### src/rtl/program_loader_if.sv
// Byte-stream input, instruction-memory write bus and load status of the program loader.
// The master modport is the loader side; the slave side is the byte source / memory / core.
interface program_loader_if #(
    parameter int ADDR_WIDTH = 10
);
    logic                  rx_valid;
    logic [7:0]            rx_byte;
    logic                  rx_ready;
    logic                  imem_we;
    logic [ADDR_WIDTH-1:0] imem_addr;
    logic [31:0]           imem_wdata;
    logic                  core_hold;
    logic                  load_done;
    logic                  load_error;

    modport master (
        input  rx_valid, rx_byte,
        output rx_ready, imem_we, imem_addr, imem_wdata,
        output core_hold, load_done, load_error
    );

    modport slave (
        output rx_valid, rx_byte,
        input  rx_ready, imem_we, imem_addr, imem_wdata,
        input  core_hold, load_done, load_error
    );
endinterface

### src/rtl/program_loader.sv
// Framed byte-stream loader: assembles little-endian words, writes them to instruction memory
// and releases the core only after a frame with a matching XOR checksum has been written.
module program_loader #(
    parameter int         ADDR_WIDTH     = 10,
    parameter logic [7:0] SYNC_BYTE      = 8'hA5,
    parameter int         TIMEOUT_CYCLES = 100000
) (
    input logic              clock,
    input logic              reset,
    program_loader_if.master bus
);
    localparam int          TW       = $clog2(TIMEOUT_CYCLES + 1);
    localparam int          IW       = ADDR_WIDTH + 1;
    localparam logic [31:0] CAPACITY = 32'd1 << ADDR_WIDTH;

    typedef enum logic [2:0] {IDLE, LEN0, LEN1, DATA, CHECK, DONE, ERROR} state_t;

    state_t state, state_nxt;

    logic                  hs, is_sync, timed, expired, last_lane, last_word;
    logic                  rdy, hold, done, err;
    logic [31:0]           len_new;
    logic [15:0]           len_q;
    logic [7:0]            chk_q;
    logic [IW-1:0]         idx_q;
    logic [1:0]            lane_q;
    logic [23:0]           shift_q;
    logic [TW-1:0]         timer_q;
    logic                  imem_we_p1;
    logic [ADDR_WIDTH-1:0] imem_addr_p1;
    logic [31:0]           imem_wdata_p1;

    assign hs        = bus.rx_valid & rdy;
    assign is_sync   = (bus.rx_byte == SYNC_BYTE);
    assign timed     = (state == LEN0) || (state == LEN1) || (state == DATA) || (state == CHECK);
    // A handshake in the expiry cycle wins, so expiry is only taken on an idle cycle.
    assign expired   = timed && !hs && (timer_q == TW'(TIMEOUT_CYCLES - 1));
    assign last_lane = (lane_q == 2'd3);
    assign last_word = ((32'(idx_q) + 32'd1) == 32'(len_q));
    assign len_new   = {16'd0, bus.rx_byte, len_q[7:0]};

    always_ff @(posedge clock) begin
        if (reset) state <= IDLE;
        else       state <= state_nxt;
    end

    always_comb begin
        state_nxt = state;
        case (state)
            IDLE:  if (hs && is_sync) state_nxt = LEN0;
            LEN0:  if (hs) state_nxt = LEN1;
            LEN1: begin
                if (hs) begin
                    if (len_new > CAPACITY)  state_nxt = ERROR;
                    else if (len_new == 0)   state_nxt = CHECK;
                    else                     state_nxt = DATA;
                end
            end
            DATA:  if (hs && last_lane && last_word) state_nxt = CHECK;
            CHECK: if (hs) state_nxt = (bus.rx_byte == chk_q) ? DONE : ERROR;
            ERROR: if (hs && is_sync) state_nxt = LEN0;
            default: state_nxt = state;
        endcase
        if (expired) state_nxt = ERROR;
    end

    always_comb begin
        rdy  = (state != DONE);
        hold = (state != DONE);
        done = (state == DONE);
        err  = (state == ERROR);
    end

    // Stage p0 -> p1: byte accepted, word assembled, write strobe registered one cycle later.
    always_ff @(posedge clock) begin
        if (reset) begin
            len_q         <= '0;
            chk_q         <= '0;
            idx_q         <= '0;
            lane_q        <= '0;
            shift_q       <= '0;
            timer_q       <= '0;
            imem_we_p1    <= 1'b0;
            imem_addr_p1  <= '0;
            imem_wdata_p1 <= '0;
        end else begin
            imem_we_p1 <= 1'b0;
            if (hs || !timed) timer_q <= '0;
            else              timer_q <= timer_q + 1'b1;

            if (hs) begin
                case (state)
                    IDLE, ERROR: begin
                        if (is_sync) begin
                            chk_q  <= '0;
                            idx_q  <= '0;
                            lane_q <= '0;
                        end
                    end
                    LEN0: begin
                        len_q[7:0] <= bus.rx_byte;
                        chk_q      <= chk_q ^ bus.rx_byte;
                    end
                    LEN1: begin
                        len_q[15:8] <= bus.rx_byte;
                        chk_q       <= chk_q ^ bus.rx_byte;
                    end
                    DATA: begin
                        chk_q <= chk_q ^ bus.rx_byte;
                        if (last_lane) begin
                            imem_we_p1    <= 1'b1;
                            imem_addr_p1  <= idx_q[ADDR_WIDTH-1:0];
                            imem_wdata_p1 <= {bus.rx_byte, shift_q};
                            idx_q         <= idx_q + 1'b1;
                            lane_q        <= '0;
                        end else begin
                            shift_q[{lane_q, 3'b000} +: 8] <= bus.rx_byte;
                            lane_q                         <= lane_q + 1'b1;
                        end
                    end
                    default: ;
                endcase
            end
        end
    end

    assign bus.rx_ready   = rdy;
    assign bus.core_hold  = hold;
    assign bus.load_done  = done;
    assign bus.load_error = err;
    assign bus.imem_we    = imem_we_p1;
    assign bus.imem_addr  = imem_addr_p1;
    assign bus.imem_wdata = imem_wdata_p1;
endmodule

### src/flat_wrapper.sv
// flat-port wrapper written by rule: the top's interface ports become plain ports
module program_loader_flat 
#(
    parameter int         ADDR_WIDTH     = 10,
    parameter logic [7:0] SYNC_BYTE      = 8'hA5,
    parameter int         TIMEOUT_CYCLES = 100000
)
  (clock, reset, bus_rx_valid, bus_rx_byte, bus_rx_ready, bus_imem_we, bus_imem_addr, bus_imem_wdata, bus_core_hold, bus_load_done, bus_load_error);
  program_loader_if #(.ADDR_WIDTH(ADDR_WIDTH)) bus_i ();
  input logic clock;
  input logic reset;
  input wire logic [$bits(bus_i.rx_valid)-1:0] bus_rx_valid;
  input wire logic [$bits(bus_i.rx_byte)-1:0] bus_rx_byte;
  output wire logic [$bits(bus_i.rx_ready)-1:0] bus_rx_ready;
  output wire logic [$bits(bus_i.imem_we)-1:0] bus_imem_we;
  output wire logic [$bits(bus_i.imem_addr)-1:0] bus_imem_addr;
  output wire logic [$bits(bus_i.imem_wdata)-1:0] bus_imem_wdata;
  output wire logic [$bits(bus_i.core_hold)-1:0] bus_core_hold;
  output wire logic [$bits(bus_i.load_done)-1:0] bus_load_done;
  output wire logic [$bits(bus_i.load_error)-1:0] bus_load_error;
  assign bus_i.rx_valid = bus_rx_valid;
  assign bus_i.rx_byte = bus_rx_byte;
  assign bus_rx_ready = bus_i.rx_ready;
  assign bus_imem_we = bus_i.imem_we;
  assign bus_imem_addr = bus_i.imem_addr;
  assign bus_imem_wdata = bus_i.imem_wdata;
  assign bus_core_hold = bus_i.core_hold;
  assign bus_load_done = bus_i.load_done;
  assign bus_load_error = bus_i.load_error;
  program_loader #(.ADDR_WIDTH(ADDR_WIDTH), .SYNC_BYTE(SYNC_BYTE), .TIMEOUT_CYCLES(TIMEOUT_CYCLES)) u_core (.clock(clock), .reset(reset), .bus(bus_i));
endmodule
### config.mk
export PLATFORM = sky130hd
export DESIGN_NAME = program_loader_flat
export DESIGN_NICKNAME = d
export VERILOG_FILES = /design/src/rtl/program_loader_if.sv /design/src/rtl/program_loader.sv /design/src/flat_wrapper.sv
export SDC_FILE = /design/constraint.sdc
export NUM_CORES = 1
export LEC_CHECK = 0
export ABC_CLOCK_PERIOD_IN_PS = 4400
export CAP_MARGIN = 0
export CORE_UTILIZATION = 40
export DETAILED_ROUTE_END_ITERATION = 10
export PLACE_DENSITY = 0.64
export SETUP_SLACK_MARGIN = 0.2
export SLEW_MARGIN = 15
export SYNTH_ARGS = -nofsm -noshare
export SYNTH_HDL_FRONTEND = slang
export SYNTH_SLANG_ARGS = --single-unit
### constraint.sdc
create_clock -name clock -period 4.4 [get_ports clock]
set_clock_uncertainty 0.2 [all_clocks]
set_input_delay 0.66 -clock clock [delete_from_list [all_inputs] [get_ports clock]]
set_output_delay 0.66 -clock clock [all_outputs]
set_load 0.02 [all_outputs]
==> results.md <==
- Post-synthesis cell count: 729
- Htree depth: 4
- Starting Density: 0.408
- Synth warn: 0
- Vias per cell: 5.42
- Max Clk Rate: 319 MHz
- CP Launch Type: input port
- Vias in the first global route: 4790
- Clock sinks: 124
- Post-synth EDFFs: 0
- Largest cells by area after synthesis: dfxtp_1 44%, nand2_1 10%, a21oi_1 8.9%, nand3_1 3.9%, clkbuf_1 3.3%
- Slack of the critical path: 1.27 ns
- Maxcap violations: 0
- Core ar.: 13800 sq um
- Die width: 121 um
- Io pins: 58
- Wirelength per Cell: 14.4 um
- Utilization of the core after routing: 0.500
- Mapped Area: 5640 sq um
- Post-synthesis simple-gate area fraction: 0.278
- Slew headroom: 0.337
- Compound-gate portion of the synthesized area: 0.163
- Final setup viols: 0
- First-pass GRT wire length: 22600 um
- Total gr overflow: 0
- Post-synth top flop: dfxtp_1
- Worst Setup SP: bus_rx_byte[1]
- Data arrival time of the worst path: 3.19 ns
- Chip height: 121 um
- Synth Area in XOR/XNOR: 0.0404
- DRT antenna net count: 0
- Post-DP HPWL: 9460 um
- P&R area growth vs syn: 22.5%
- Pwr Total: 2730 uW
- CP Data Required Time: 4.46 ns
- Post-Synth Adder-Cell Area: 0.0155
- Syn nets: 747
- Routability Congestion: 0.856
- Final min period: 3.13 ns
- Pleak: 0.00226 uW
- Period utilisation layout: 0.712
- Max Slew Vio Count: 0
- Slowest CP cell: clkdlybuf4s50_1
- Clk Latency, worst-skew pair: 0.42 ns
- Design Area, Final: 6910 sq um
- Drc violations: 0
- Asr flop ratio synth: 0
- Critical path, cell by cell: clkdlybuf4s50_1 > and4b_1 > nor4b_1 > o21ai_0 > a21oi_1 > a211oi_1
- Pre-CTS WS: 0.941 ns
- Worst R2R Start: u_core.idx_q[0]$_SDFFE_PP0P_
- Clock power frac: 0.521
- Most frequent cell after synthesis: nand2_1
- Status: completed
- Critical Path Sink: u_core.chk_q[2]$_SDFFE_PP0P_
- Worst-path clk slew: 0.05 ns
- CP max FO: 12
- Gate power share: 0.056
- Root buffer selected by CTS: clkbuf_16
- Main combinational cell family by area after synthesis: simple AND/OR/NAND/NOR gates
- Unique masters post-synth: 56
- Full die area: 14600 sq um
- Critical path type: in2reg
- DP Area: 6310 sq um
- Post-CTS Setup Bufs: 0
- Total Routing Usage GR: 0.197
- Share of layout cells above drive strength 1: 0.0646
- Antenna diodes: 0
- Rows: 43
- Initial antenna violation count: 0
- Synth Register Bits: 124
- Starting DRT DRC Count: 360
- Sw Ratio: 0.231
- Synth top area share: 0.440
- P per Cell Area: 395 nW/um^2
- Post-synthesis mux area share: 0.0162
- Cell Int Power: 2100 uW
- Slew @ Worst Pin: 0.990 ns
- CP max stage delay: 0.68 ns
- Number of buffers inserted by hold repair at cts: 0
- Pin count of the biggest net entering global routing: 49
- CTS Buffer Depth: 2
- Num CTS Buffers: 17
- Post-synth top cells: 150 x nand2_1, 124 x dfxtp_1, 100 x a21oi_1
- VDD IR max: 0.251 mV
- Worst r2r path cells: 7
- DR vias: 5174
- Post-cts sizing count: 0
- Area leader, netlist: dfxtp_1
- Sequential Power Share: 0.423
- Switching Power: 631 uW
- Hold WC Path Type: reg2reg
- Avg Inst Size Synth: 7.74 sq um
- Port Buffers: 57
- CTS tree: done
- Final Hold Violating Endpoints: 0
- Nets: 780
- R2R Setup Slk: 1.48 ns
- Fin Setup TNS: 0 ns
- Seq/Total Area, Yosys: 0.440
- Crit end category: register
- DRT Pass-1 Iters: 5
- RSZ-0062 raised after global routing: false
- Worst reg2reg endpoint: u_core.state[2]$_SDFFE_PP0P_
- Final WL: 13700 um
-- stage by stage --
stage / hold slack (ns) / instances
after floorplan: 0.230 / 729
after global placement: 0.237 / 923
after detailed placement: 0.247 / 923
after CTS: 0.253 / 954
after global routing: 0.268 / 954
final: 0.252 / 954
-- worst min path at each step --
| stage | from | endpoint | slack (ns) | depth (start not counted) |
|---|---|---|---|---|
| floorplan | u_core.timer_q[0]$_SDFF_PP0_ | u_core.timer_q[0]$_SDFF_PP0_ | 0.23 | 1 |
| global placement | u_core.len_q[13]$_SDFFE_PP0P_ | u_core.len_q[13]$_SDFFE_PP0P_ | 0.24 | 2 |
| detailed placement | u_core.shift_q[0]$_SDFFE_PP0P_ | u_core.shift_q[0]$_SDFFE_PP0P_ | 0.25 | 2 |
| CTS | u_core.shift_q[0]$_SDFFE_PP0P_ | u_core.shift_q[0]$_SDFFE_PP0P_ | 0.25 | 2 |
| global route | u_core.shift_q[0]$_SDFFE_PP0P_ | u_core.shift_q[0]$_SDFFE_PP0P_ | 0.27 | 2 |
| finish | u_core.shift_q[0]$_SDFFE_PP0P_ | u_core.shift_q[0]$_SDFFE_PP0P_ | 0.25 | 2 |
-- critical path, delay by kind of cell --
kind	cells	cell delay, ns
and+or+nand+nor	2	0.98
AOI/OAI and AO/OA	3	0.88
buffers and inverters	1	0.68
-- registers in the layout, summed over array words and instances (netlist names) --
signal and cells:
u_core.lane_q 2, u_core.idx_q 11, u_core.bus.imem_addr 10, u_core.bus.imem_wdata 32, u_core.chk_q 8, u_core.state 3
u_core.bus.imem_we 1, u_core.shift_q 24, u_core.timer_q 17, u_core.len_q 16
-- layout make-up --
cell class	instances	area [sq um]
Inverter	15	56.3
Clock inverter	13	166
Multi-Input combinational cell	536	2890
Clock buffer	18	439
Timing Repair Buffer	68	648
Fill cell	1329	6920
Sequential cell	124	2480
Tap cell	180	225
-- power groups by stage --
stage	clock network [uW]	logic (uW)	registers, uW
CTS	1450	153	1150
finish	1420	154	1150
floorplan	0	117	1170
global placement	0	148	1180
global route	1500	172	1160
detailed placement	0	153	1180
-- cells in the final DEF, fill, tap and decap left out, types with 3 or more instances in the layout --
cell	count
nor2b_1	8
xnor2_1	11
and2_1	5
or3_1	6
o211ai_1	3
clkinvlp_4	3
a31oi_1	4
nor4_1	4
nor2_1	50
nand3_1	44
clkbuf_16	17
dfxtp_1	124
and3_1	7
nand2b_1	9
buf_4	11
clkinv_4	3
o31ai_1	4
xor2_1	15
mux2i_1	8
nand4_1	7
or3b_1	3
inv_1	15
o21ai_1	8
nor3_1	9
bufinv_16	3
or4_1	5
nor3b_1	6
clkdlybuf4s50_1	56
o21ai_0	18
a211oi_1	9
nand2_1	150
ha_1	7
a21oi_1	100
-- kinds of logic after synthesis --
logic type | after synthesis
simple gates | 331
mux | 9
fa+ha+maj | 7
compound gates | 163
buf+inv | 69
flops | 124
xor+xnor | 26
-- layer usage --
metal,GRT usage,up-vias,part of all wire
li1,-,2582,-
met3,0.0439,23,0.053
met4,0.0887,0,0.020
met1,0.252,2421,0.46
met5,0,-,0
met2,0.316,148,0.47
No activity file was read; power rests on OpenSTA's default activity.
